**config.mk**
```make
export PLATFORM = sky130hd
export DESIGN_NAME = branch_resolve_unit
export DESIGN_NICKNAME = d
export VERILOG_FILES = /design/src/rtl/branch_resolve_unit_pkg.sv /design/src/rtl/branch_resolve_unit_br_compare.sv /design/src/rtl/branch_resolve_unit.sv
export SDC_FILE = /design/constraint.sdc
export NUM_CORES = 1
export LEC_CHECK = 0
export BUFFER_PORTS_ARGS = -buffer_cell sky130_fd_sc_hd__buf_2
export CORE_MARGIN = 8
export CORE_UTILIZATION = 39
export CTS_BUF_LIST = sky130_fd_sc_hd__clkbuf_16
export DETAILED_ROUTE_END_ITERATION = 6
export SYNTH_ARGS = -nofsm -noshare
export SYNTH_HDL_FRONTEND = slang
export SYNTH_SLANG_ARGS = --single-unit
```
**constraint.sdc**
```tcl
create_clock -name clk -period 4.9 [get_ports clk]
set_clock_uncertainty 0.1 [all_clocks]
set_input_delay 0.735 -clock clk [delete_from_list [all_inputs] [get_ports clk]]
set_output_delay 0.735 -clock clk [all_outputs]
set_load 0.03 [all_outputs]
```
**src/rtl/branch_resolve_unit_pkg.sv**
```systemverilog
`default_nettype none
// ============================================================================
// Module      : branch_resolve_unit_pkg
// Description : Shared constants for the EX-stage branch resolve unit:
//               B-type opcode, branch funct3 encodings, BHT reset value.
// Revision    : 1.0 - initial release
// ============================================================================
package branch_resolve_unit_pkg;

  localparam logic [6:0] OPC_BRANCH = 7'h63;

  localparam logic [2:0] F3_BEQ  = 3'b000;
  localparam logic [2:0] F3_BNE  = 3'b001;
  localparam logic [2:0] F3_BLT  = 3'b100;
  localparam logic [2:0] F3_BGE  = 3'b101;
  localparam logic [2:0] F3_BLTU = 3'b110;
  localparam logic [2:0] F3_BGEU = 3'b111;

  // Weakly not-taken
  localparam logic [1:0] BHT_RESET = 2'b01;

  // funct3 010 and 011 have no branch meaning
  function automatic logic f3_is_legal(input logic [2:0] f3);
    return (f3 != 3'b010) && (f3 != 3'b011);
  endfunction

endpackage
`default_nettype wire

```
**src/rtl/branch_resolve_unit_br_compare.sv**
```systemverilog
`default_nettype none
// ============================================================================
// Module      : br_compare
// Description : Combinational XLEN-wide branch comparator. Derives eq/lt/ltu
//               from one XLEN+1 bit subtraction and selects the condition.
// Revision    : 1.0 - initial release
// ============================================================================
module br_compare
  import branch_resolve_unit_pkg::*;
#(
  parameter int XLEN = 32
) (
  input  logic [XLEN-1:0] rs1,
  input  logic [XLEN-1:0] rs2,
  input  logic [2:0]      funct3,
  output logic            eq,
  output logic            lt,
  output logic            ltu,
  output logic            taken
);

  logic [XLEN:0] diff;
  logic          unused_diff;

  assign diff        = {1'b0, rs1} - {1'b0, rs2};
  assign unused_diff = &{1'b0, diff[XLEN-2:0]};

  assign eq  = (rs1 == rs2);
  // Borrow out of the zero-extended subtraction is the unsigned less-than
  assign ltu = diff[XLEN];
  // Differing signs decide directly; otherwise the difference sign is exact
  assign lt  = (rs1[XLEN-1] != rs2[XLEN-1]) ? rs1[XLEN-1] : diff[XLEN-1];

  // Condition mux over the six legal branch encodings
  always_comb begin
    taken = 1'b0;
    case (funct3)
      F3_BEQ:  taken = eq;
      F3_BNE:  taken = ~eq;
      F3_BLT:  taken = lt;
      F3_BGE:  taken = ~lt;
      F3_BLTU: taken = ltu;
      F3_BGEU: taken = ~ltu;
      default: taken = 1'b0;
    endcase
  end

endmodule
`default_nettype wire

```
**src/rtl/branch_resolve_unit.sv**
```systemverilog
`default_nettype none
// ============================================================================
// Module      : branch_resolve_unit
// Description : EX-stage branch resolution with a PC-indexed table of 2-bit
//               saturating counters, registered redirect on mispredict and
//               branch/mispredict statistics.
// Revision    : 1.0 - initial release
// ============================================================================
module branch_resolve_unit
  import branch_resolve_unit_pkg::*;
#(
  parameter int XLEN        = 32,
  parameter int BHT_ENTRIES = 64,
  parameter int CNT_W       = 32
) (
  input  logic             clk,
  input  logic             rst,
  input  logic [XLEN-1:0]  if_pc,
  output logic             if_pred_taken,
  input  logic             ex_valid,
  input  logic             ex_stall,
  input  logic             ex_flush,
  input  logic [6:0]       ex_opcode,
  input  logic [2:0]       ex_funct3,
  input  logic [XLEN-1:0]  ex_pc,
  input  logic [XLEN-1:0]  ex_imm,
  input  logic [XLEN-1:0]  ex_rs1,
  input  logic [XLEN-1:0]  ex_rs2,
  input  logic             ex_pred_taken,
  output logic             br_taken,
  output logic             redirect_valid,
  output logic [XLEN-1:0]  redirect_pc,
  output logic             illegal_br,
  output logic [CNT_W-1:0] br_count,
  output logic [CNT_W-1:0] mispredict_count
);

  localparam int IDX = $clog2(BHT_ENTRIES);

  logic [1:0]      bht_q [BHT_ENTRIES];
  logic [1:0]      bht_d [BHT_ENTRIES];

  logic            br_taken_q, br_taken_d;
  logic            redirect_valid_q, redirect_valid_d;
  logic [XLEN-1:0] redirect_pc_q, redirect_pc_d;
  logic            illegal_br_q, illegal_br_d;
  logic [CNT_W-1:0] br_count_q, br_count_d;
  logic [CNT_W-1:0] mispredict_count_q, mispredict_count_d;

  logic [IDX-1:0]  if_idx, ex_idx;
  logic            is_branch, res, illegal_ev;
  logic            cmp_eq, cmp_lt, cmp_ltu, actual;
  logic [XLEN-1:0] target;
  logic [1:0]      cur_ctr, nxt_ctr;
  logic            unused_pc_bits;

  assign if_idx         = if_pc[IDX+1:2];
  assign ex_idx         = ex_pc[IDX+1:2];
  assign unused_pc_bits = &{1'b0, if_pc, ex_pc[1:0]};

  // Lookup reads the registered table, so a same-cycle update is not visible
  assign if_pred_taken = bht_q[if_idx][1];

  assign is_branch  = ex_valid & ~ex_stall & ~ex_flush & (ex_opcode == OPC_BRANCH);
  assign res        = is_branch & f3_is_legal(ex_funct3);
  assign illegal_ev = is_branch & ~f3_is_legal(ex_funct3);

  br_compare #(.XLEN(XLEN)) u_cmp (
    .rs1    (ex_rs1),
    .rs2    (ex_rs2),
    .funct3 (ex_funct3),
    .eq     (cmp_eq),
    .lt     (cmp_lt),
    .ltu    (cmp_ltu),
    .taken  (actual)
  );

  assign target = actual ? (ex_pc + ex_imm) : (ex_pc + XLEN'(4));

  // Saturating counter step for the entry addressed by the EX PC
  always_comb begin
    cur_ctr = bht_q[ex_idx];
    nxt_ctr = cur_ctr;
    if (actual) begin
      if (cur_ctr != 2'b11) nxt_ctr = cur_ctr + 2'd1;
    end else begin
      if (cur_ctr != 2'b00) nxt_ctr = cur_ctr - 2'd1;
    end
  end

  // Next-state for the table, result registers and statistics
  always_comb begin
    bht_d              = bht_q;
    br_taken_d         = br_taken_q;
    redirect_valid_d   = redirect_valid_q;
    redirect_pc_d      = redirect_pc_q;
    illegal_br_d       = illegal_br_q;
    br_count_d         = br_count_q;
    mispredict_count_d = mispredict_count_q;
    if (!ex_stall) begin
      redirect_valid_d = 1'b0;
      illegal_br_d     = illegal_ev;
      if (res) begin
        bht_d[ex_idx]    = nxt_ctr;
        br_taken_d       = actual;
        redirect_valid_d = (actual != ex_pred_taken);
        redirect_pc_d    = target;
        br_count_d       = br_count_q + CNT_W'(1);
        if (actual != ex_pred_taken)
          mispredict_count_d = mispredict_count_q + CNT_W'(1);
      end
    end
  end

  // State registers; reset discards any resolution in flight
  always_ff @(posedge clk) begin
    if (rst) begin
      for (int i = 0; i < BHT_ENTRIES; i++) bht_q[i] <= BHT_RESET;
      br_taken_q         <= 1'b0;
      redirect_valid_q   <= 1'b0;
      redirect_pc_q      <= '0;
      illegal_br_q       <= 1'b0;
      br_count_q         <= '0;
      mispredict_count_q <= '0;
    end else begin
      bht_q              <= bht_d;
      br_taken_q         <= br_taken_d;
      redirect_valid_q   <= redirect_valid_d;
      redirect_pc_q      <= redirect_pc_d;
      illegal_br_q       <= illegal_br_d;
      br_count_q         <= br_count_d;
      mispredict_count_q <= mispredict_count_d;
    end
  end

  assign br_taken         = br_taken_q;
  assign redirect_valid   = redirect_valid_q;
  assign redirect_pc      = redirect_pc_q;
  assign illegal_br       = illegal_br_q;
  assign br_count         = br_count_q;
  assign mispredict_count = mispredict_count_q;

endmodule
`default_nettype wire

```
## Word-level counts from Yosys, hierarchy flattened

Index checks and enable logic that the tools add are counted.

| word-level totals | value |
|---|---|
| bits in registers | 227 |
| output and inout port bits | 100 |
| word-level logic and storage cells | 127 |
| input port bits | 176 |

| operators by class | value |
|---|---|
| add/sub/neg operators | 7 |
| muxes and demuxes | 16 |
| reduce and logical (&&, ||, !) cells | 6 |
| bitwise gates (word level) | 13 |
| $lt $le $gt $ge | 3 |
| eq/ne operators | 12 |

Operators by type and width:

| cell | number |
|---|---|
| bitwise mux 128 bit | 1 |
| adder 32 x 1 -> 32 bit, second input constant | 2 |
| subtractor 32 x 32 -> 33 bit | 1 |
| adder 32 x 3 -> 32 bit, second input constant | 1 |
| adder 32 bit | 1 |
| equality test 32 bit | 1 |
| 2-to-1 mux 32 bit | 1 |
| binary-select mux 2 bit (select 6 bit) | 2 |
| 2-to-1 mux 2 bit | 8 |
| greater-or-equal comparator 7 bit, second input constant | 2 |
| NOT 6 -> 7 bit | 2 |
| demux 2 bit (select 6 bit) | 1 |
| equality test 3 bit, second input constant | 4 |
| equality test 7 bit, second input constant | 1 |
| less-than comparator 7 x 1 -> 1 bit, second input constant | 1 |
| != test 3 x 2 -> 1 bit, second input constant | 2 |
| NOT 1 bit | 6 |
| one-hot mux 1 bit (6 select lines) | 1 |
| AND 1 bit | 5 |
| equality test 3 x 1 -> 1 bit, second input constant | 1 |
| logical NOT 3 bit | 1 |
| AND reduction 3 bit | 1 |
| adder 2 x 1 -> 2 bit, second input constant | 1 |
| logical AND 1 bit | 2 |
| 6 further kinds | 8 |

## Longest topological paths before layout

Gate-level depths: netlist of the first run.

| logic depth | value |
|---|---|
| depth after elaboration | 8 |
| gate-level depth with buffers | 22 |
| depth with buffers taken out | 19 |

## Modules after synthesis

Synthesis of the first run repeated with hierarchy kept, for this count alone.

| second synthesis, totals | value |
|---|---|
| cells, all modules | 1700 |
| area, all modules | 13983.4 µm² |

Modules (own cells, without submodules):

| module | instances | seq. area each (µm²) | cells an instance | area each (µm²) |
|---|---|---|---|---|
| branch_resolve_unit | 1 | 4544.4 | 1547 | 12908.6 |
| br_compare | 1 | 0.0 | 153 | 1074.8 |

## Worst setup path before layout of the first run

OpenSTA, ideal clock, no wires.

| timing | value |
|---|---|
| kind | in2reg |
| start | input ex_rs2[5] |
| end | register mispredict_count_q[29], in the netlist mispredict_count[29] |
| data required time | 4.677 ns |
| setup slack | 0.718 ns |
| stages on the path | 20 |
| library setup time | 0.123 ns |
| data arrival time | 3.959 ns |
| buffers on the path | 1 |
| cells stage by stage | inv_1 -> ha_1 -> a21oi_1 -> o21ai_0 -> a21o_1 -> o211ai_1 -> a21oi_1 -> o21ai_0 -> a21oi_1 -> o21a_1 -> nor2_1 -> fa_1 -> nand2_1 -> o31a_1 -> nor4b_1 -> nor4_2 -> nand3_1 -> buf_2 -> nor4_1 -> mux2_1 |

| on the way | value |
|---|---|
| cells in the longest elaborated chain, start to end | 6 |
| elaborated cells on any way between the ends | 9 |
| classes of those cells | 1 x add/sub; 2 x eq/ne; 2 x mux; 3 x bitwise; 1 x reduce/logical |

RTL lines:

| element | RTL line | RTL |
|---|---|---|
| from (decl) | branch_resolve_unit.sv:28 | `input logic [XLEN-1:0] ex_rs2,` |
| subtractor 32 x 32 -> 33 bit | branch_resolve_unit_br_compare.sv:25 | `assign diff = {1'b0, rs1} - {1'b0, rs2};` |
| 2-to-1 mux 1 bit | branch_resolve_unit_br_compare.sv:32 | `assign lt = (rs1[XLEN-1] != rs2[XLEN-1]) ? rs1[XLEN-1] : diff[XLEN-1];` |
| NOT 1 bit | branch_resolve_unit_br_compare.sv:41 | `F3_BGE: taken = ~lt;` |
| one-hot mux 1 bit (6 select lines) * | branch_resolve_unit_br_compare.sv:37 | `case (funct3)` |
| != test 1 bit * | branch_resolve_unit.sv:109 | `if (actual != ex_pred_taken)` |
| AND reduction 3 bit (no line) * | -- |  |
| to (signal assigned) | branch_resolve_unit.sv:132 | `mispredict_count_q <= mispredict_count_d;` |
| to (decl) | branch_resolve_unit.sv:48 | `logic [CNT_W-1:0] mispredict_count_q, mispredict_count_d;` |

Every way passes the cells marked *; elsewhere a longest branch is shown, timed or not.
A chain may end at the register's enable or synchronous reset.

## Worst setup path in the final report of the first run

| timing | value |
|---|---|
| start | input ex_rs2[5] |
| end | register bht_q[110] (netlist bit) |

| on the way | value |
|---|---|
| cells in the longest elaborated chain, start to end | 6 |
| elaborated cells on any way between the ends | 9 |
| classes of those cells | 1 x add/sub; 1 x eq/ne; 4 x mux; 3 x bitwise |

RTL lines:

| element | RTL line | RTL |
|---|---|---|
| subtractor 32 x 32 -> 33 bit | branch_resolve_unit_br_compare.sv:25 |  |
| 2-to-1 mux 1 bit | branch_resolve_unit_br_compare.sv:32 |  |
| NOT 1 bit | branch_resolve_unit_br_compare.sv:41 |  |
| one-hot mux 1 bit (6 select lines) * | branch_resolve_unit_br_compare.sv:37 |  |
| 2-to-1 mux 2 bit * | branch_resolve_unit.sv:84 | `if (actual) begin` |
| bitwise mux 128 bit * | branch_resolve_unit.sv:104 | `bht_d[ex_idx] = nxt_ctr;` |
| to (signal assigned) | branch_resolve_unit.sv:126 | `bht_q <= bht_d;` |
| to (decl) | branch_resolve_unit.sv:40 | `logic [1:0] bht_q [BHT_ENTRIES];` |

Marks and branches as above.

==> results of run 1 <==
-- cells by family (layout without fill, tap and decap cells) --
kind of cell	Yosys count	in the layout	share of synthesized area
and+or+nand+nor	634	634	0.2112
AOI/OAI and AO/OA	481	481	0.2654
DFF	227	227	0.3075
buffers and inverters	169	381	0.05257
xor gates and xnor gates	79	79	0.04681
adders and majority gates	69	69	0.05934
muxes	56	56	0.05722
other	0	5	0
-- placed cells by master (no fill, tap or decap), types with 29 or more instances in the layout --
cell       count
xor2_1        33
nand3_1      123
a21oi_1      104
nand2_1      209
clkbuf_16     29
o41ai_2       60
nor2_1       107
o21ai_0       56
inv_1         57
o211ai_2      33
xnor2_1       46
a22oi_1       30
buf_2        248
nand4_1       32
ha_1          66
o21ai_1       31
dfxtp_1      227
-- layer usage --
layer | wire [um] | global-route usage
met3 | 3418 | 0.03828
met4 | 1540 | 0.07384
met2 | 22490 | 0.3460
met5 | 50 | 0
met1 | 21200 | 0.2803
-- worst reg2reg max path: stages (launching register included) --
cell and delay [ns]:
dfxtp_1 0.40, nand3_1 0.14, nor2_1 0.19, and3_1 0.23
nand4_1 0.25, nor2_1 0.30, nand3_1 0.16, or2_2 0.42
nor4_1 0.36, mux2_1 0.35
-- worst paths after layout --
| kind | startpoint | cells after the start | to | slack (ns) |
|---|---|---|---|---|
| worst max-delay path | ex_rs2[5] | 21 | bht_q[110] | 0.73 |
| worst min register to register | br_taken | 2 | br_taken | 0.35 |
| worst max register to register | mispredict_count[3] | 9 | mispredict_count[30] | 1.89 |
| worst min-delay path | ex_pc[0] | 3 | redirect_pc[0] | 0.34 |
-- state kept, by name, summed over array words and instances (netlist names) --
signal / flops
bht_q: 128
br_count: 32
mispredict_count: 32
redirect_pc: 32
br_taken: 1
illegal_br: 1
redirect_valid: 1
-- metrics by stage --
step | power (uW) | setup slack (ns)
6_report | 4785 | 0.7309
2_1_floorplan | 2473 | 0.7175
4_1_cts | 4830 | 0.7674
5_1_grt | 4986 | 0.4770
3_5_place_dp | 2716 | 0.1761
3_3_place_gp | 2707 | 0.1556
-- cell type report --
cell class	instances	area (um2)
diodes	5	12.51
clock buffers	29	725.7
clock inverters	20	193.9
fillers	3667	20140
inverters	52	197.7
multi-input cells	1319	9478
flip-flops and latches	227	4544
well taps	511	639.4
repair buffers	280	1560
-- synth_stat cells (12+ instances only) --
| cell | instances | area, um2 |
|---|---|---|
| a21o_1 | 21 | 157.7 |
| a21oi_1 | 104 | 520.5 |
| a221oi_1 | 16 | 140.1 |
| a22oi_1 | 30 | 225.2 |
| a31oi_1 | 18 | 112.6 |
| and3_1 | 21 | 131.4 |
| buf_2 | 20 | 100.1 |
| clkbuf_1 | 70 | 262.8 |
| dfxtp_1 | 227 | 4544 |
| ha_1 | 66 | 825.8 |
| inv_1 | 52 | 195.2 |
| mux2_1 | 13 | 146.4 |
| mux2i_1 | 17 | 170.2 |
| mux4_2 | 21 | 473.0 |
| nand2_1 | 209 | 784.5 |
| nand3_1 | 123 | 615.6 |
| nand4_1 | 32 | 200.2 |
| nor2_1 | 107 | 401.6 |
| nor2b_1 | 23 | 143.9 |
| nor3_1 | 22 | 110.1 |
| nor4_1 | 16 | 100.1 |
| o211ai_1 | 13 | 97.59 |
| o211ai_2 | 33 | 412.9 |
| o21ai_0 | 56 | 280.3 |
| o21ai_1 | 31 | 155.2 |
| o311ai_1 | 12 | 105.1 |
| o41ai_1 | 17 | 148.9 |
| o41ai_2 | 60 | 975.9 |
| or2_2 | 15 | 93.84 |
| xnor2_1 | 46 | 402.9 |
| xor2_1 | 33 | 289.0 |
-- power by group through the flow --
stage          clock network [uW]  registers (uW)  logic [uW]
2_1_floorplan                   0            1890         586
3_3_place_gp                    0            1890         820
3_5_place_dp                    0            1890         829
4_1_cts                      2150            1850         833
5_1_grt                      2230            1850         913
6_report                     2100            1850         840
==> impl_metrics.toml, run 1 <==
[sta]
totalNegativeSetupSlack_ns = 0
relSlewSlack = 0.2931
drv_slew = 0
rsz0062_at_grt = "false"
max_freq_mhz = 239.9
whs_ns = 0.3437
min_period_over_period = 0.8508
hold_viol = 0
layout_min_cycle_time_ns = 4.169
worstMarginPinSlew_ns = 1.052
finalSetupViolations = 0

[power_and_ir_drop]
clkPwrFrac = 0.439
p_comb_frac = 0.175
swShare = 0.2968
switching_power_uw = 1420
p_leak_uw = 0.007332
powerDensity_nw_per_um2 = 275.8
seqPwrFrac = 0.386
p_int_uw = 3365
vdd_drop_max_uv = 257.0

[yosys]
avgSynthCellArea_um2 = 8.618
async_flop_share = 0
ys_seq_elements = 227
syn_nets = 1959
syn_area_um2 = 14780
ys.flop_type = "dfxtp_1"
synth_warnings = 0
ys_seq_area_frac = 0.3075
ys_types = 83
syn_inst = 1715
synth_edf_count = 0

[cts]
cts.sinks = 227
clock_latency_ns = 0.57
hold_buffers = 0
cts_tree = "yes"
cts_buffers = 29
htreeDepth = 1
clk_path_buf_depth = 3
clk_pin_slew_ns = 0.06
postCtsResizedCells = 0
root_buffer = "clkbuf_16"
postCtsSetupRepairBufs = 0

[critical_path]
slowest_delay_ns = 0.49
critical_path_buf_inv_count = 3
cp-start-kind = "input port"
path_delay_family = "compound AO/OA/AOI/OAI gates"
required_ns = 5.21
crit_path_cell_trace = "buf_2 > inv_1 > ha_1 > a21oi_1 > o21ai_0 > a21o_1 > o211ai_1 > a21oi_1 > o21ai_0 > a21oi_1 > o21a_1 > nor2_1 > fa_1 > nand2_1 > o31a_1 > nor2_1 > a311o_1 > nand2_4 > maj3_2 > buf_12 > o211ai_2"
critical_path_class = "input port to flop"
cp_max_fo = 64
cp_common_cell = "a21oi_1"
arrival_ns = 4.47
cp-end-kind = "flop"
critPathSlowestCell = "a311o_1"

[floorplanning]
die_w_um = 210.7
die_y_um = 210.7
core_area_um2 = 37490
die-area_um2 = 44380
ios = 276
num_rows = 71
start_util = 0.3943

[global_route]
antenna_found_initial = 10
gr-total-overflow = 0
grt_max_degree = 108
grt_pass1_vias = 13714
grt_pass1_wl_um = 77490
grt_use_total = 0.2126

[detailed_routing]
wire_per_inst_um = 19.94
dr.pass1.iters = 5
ant_nets = 0
dr_total_vias = 14214
wl_um = 48700
drt-initial-drc-count = 1073
vias_per_cell = 5.818
remaining_drc_errors = 0

[cells_and_area]
layout.cells.non_filler = 2443
stdcell_area_um2 = 17350
drive_gt1_frac = 0.2444
final_util = 0.4629
areaGrowthSynthToFinish_pct = 17.40
layout.nets = 2153

[placed_design]
numPortBuffers = 249
dp_hpwl_um = 34390
place_inst = 2389
placed_area_um2 = 16420
gp_congestion = 0.9345

[hold_path]
hold_path.class = "input port to flop"

[status]
status = "finished, final reports clean"

[run]
drv_cap = 0
Power figures use the tool's default switching activity.
==> run 2, diff against run 1 <==
RECOVER_POWER = 25   (was default)
==> impl_metrics.toml, run 2 (synthesis gave the netlist of run 1 again) <==
[sta]
drv_slew = 0
min_period_over_period = 0.8502
finalSetupViolations = 0
max_freq_mhz = 240.0
relSlewSlack = 0.2870
layout_min_cycle_time_ns = 4.166
finalWorstSetupSlack_ns = 0.7341
whs_ns = 0.3463
totalNegativeSetupSlack_ns = 0
worstMarginPinSlew_ns = 1.069
hold_viol = 0
rsz0062_at_grt = "false"

[detailed_routing]
wl_um = 48890
dr.pass1.iters = 5
ant_nets = 0
dr_total_vias = 14305
drt-initial-drc-count = 1066
vias_per_cell = 5.856
remaining_drc_errors = 0
wire_per_inst_um = 20.01

[power_and_ir_drop]
switching_power_uw = 1416
p_leak_uw = 0.006997
p_comb_frac = 0.175
seqPwrFrac = 0.386
powerDensity_nw_per_um2 = 277.2
p_int_uw = 3365
clkPwrFrac = 0.438
swShare = 0.2962
vdd_drop_max_uv = 256.3

[cells_and_area]
areaGrowthSynthToFinish_pct = 16.69
layout.nets = 2153
regMostFlops = "bht_q"
drive_gt1_frac = 0.2045
largest_register_ffs = 128
layout_commonest_cell = "dfxtp_1"
layout.cells.non_filler = 2443
final_cell_mix = "227 x dfxtp_1, 209 x nand2_1, 173 x buf_2"

[critical_path]
crit_path_cell_trace = "buf_2 > inv_1 > ha_1 > a21oi_1 > o21ai_0 > a21o_1 > o211ai_1 > a21oi_1 > o21ai_0 > a21oi_1 > o21a_1 > nor2_1 > fa_1 > nand2_1 > o31a_1 > nor2_1 > a311o_1 > nand2_4 > maj3_2 > buf_12 > o211ai_2"
cp-start-kind = "input port"
required_ns = 5.21
critical_path_buf_inv_count = 3
arrival_ns = 4.47
critical_path_class = "input port to flop"
path_delay_family = "compound AO/OA/AOI/OAI gates"
cp_common_cell = "a21oi_1"
cp-end-kind = "flop"
cp_max_fo = 64
slowest_delay_ns = 0.48
critPathSlowestCell = "a311o_1"
r2r_setup_slack_ns = 1.89

[global_route]
grt_use_total = 0.2126
grt_pass1_wl_um = 77490
antenna_found_initial = 10
gr-total-overflow = 0
grt_max_degree = 108
grt_pass1_vias = 13714

[cts]
root_buffer = "clkbuf_16"
cts_tree = "yes"
htreeDepth = 1
postCtsResizedCells = 0
clk_path_buf_depth = 3
cts.sinks = 227
cts_buffers = 29
clock_latency_ns = 0.57
hold_buffers = 0
postCtsSetupRepairBufs = 0
clk_pin_slew_ns = 0.06

[placed_design]
numPortBuffers = 249
preCtsSetupSlack_ns = 0.1761
place_inst = 2389
gp_congestion = 0.9345
dp_hpwl_um = 34390

[run]
drv_cap = 0

[floorplanning]
core_area_um2 = 37490
die_y_um = 210.7
ios = 276
start_util = 0.3943
num_rows = 71
die-area_um2 = 44380
die_w_um = 210.7

[status]
status = "finished, final reports clean"

[hold_path]
hold_path.class = "input port to flop"
-- run 2: cell count changes in the layout (fill, tap and decap cells not counted), sizes merged --
cell,previous run,this run
clkbuf,29,105
buf,280,204
-- run 2: through the flow --
| stage | area (um2) | total power (uW) | util |
|---|---|---|---|
| global route | 17250 | 4986 | 0.4601 |
| floorplan | 14780 | 2473 | - |
| detailed placement | 16420 | 2716 | 0.4380 |
| CTS | 17340 | 4830 | 0.4625 |
| global placement | 16420 | 2707 | 0.4380 |
| finish | 17250 | 4781 | 0.4601 |
-- run 2: worst register-to-register path: cells and delay by family (launching register included) --
family	cells	cell delay, ns
muxes	1	0.35
DFF	1	0.40
and+or+nand+nor	8	2.05
-- run 2: layout make-up --
cell class / instances / area (um2)
Fill cell: 3709 / 20240
Multi-Input combinational cell: 1319 / 9472
Sequential cell: 227 / 4544
Timing Repair Buffer: 280 / 1463
Clock buffer: 29 / 725.7
Tap cell: 511 / 639.4
Inverter: 52 / 197.7
Clock inverter: 20 / 193.9
Antenna cell: 5 / 12.51
-- run 2: power by group through the flow --
stage	Combinational, uW	Sequential (uW)	Clock [uW]
floorplan	586	1890	0
global placement	820	1890	0
detailed placement	829	1890	0
CTS	833	1850	2150
global route	912	1850	2230
finish	839	1850	2100
-- run 2: per-layer routing --
metal  GRT usage  vias up  share of wire
met5           0        -         0.0010
met4     0.07384        8          0.030
met3     0.03828       95          0.072
met2      0.3460      510           0.46
met1      0.2803     6858           0.44
li1            -     6834              -
-- run 2: path summary, 6_finish.rpt --
kind                        from                   end  depth (start not counted)
max                    ex_rs2[5]            bht_q[110]                         21
min reg2reg             br_taken              br_taken                          2
max reg2reg  mispredict_count[4]  mispredict_count[30]                          9
min                     ex_pc[0]        redirect_pc[0]                          3
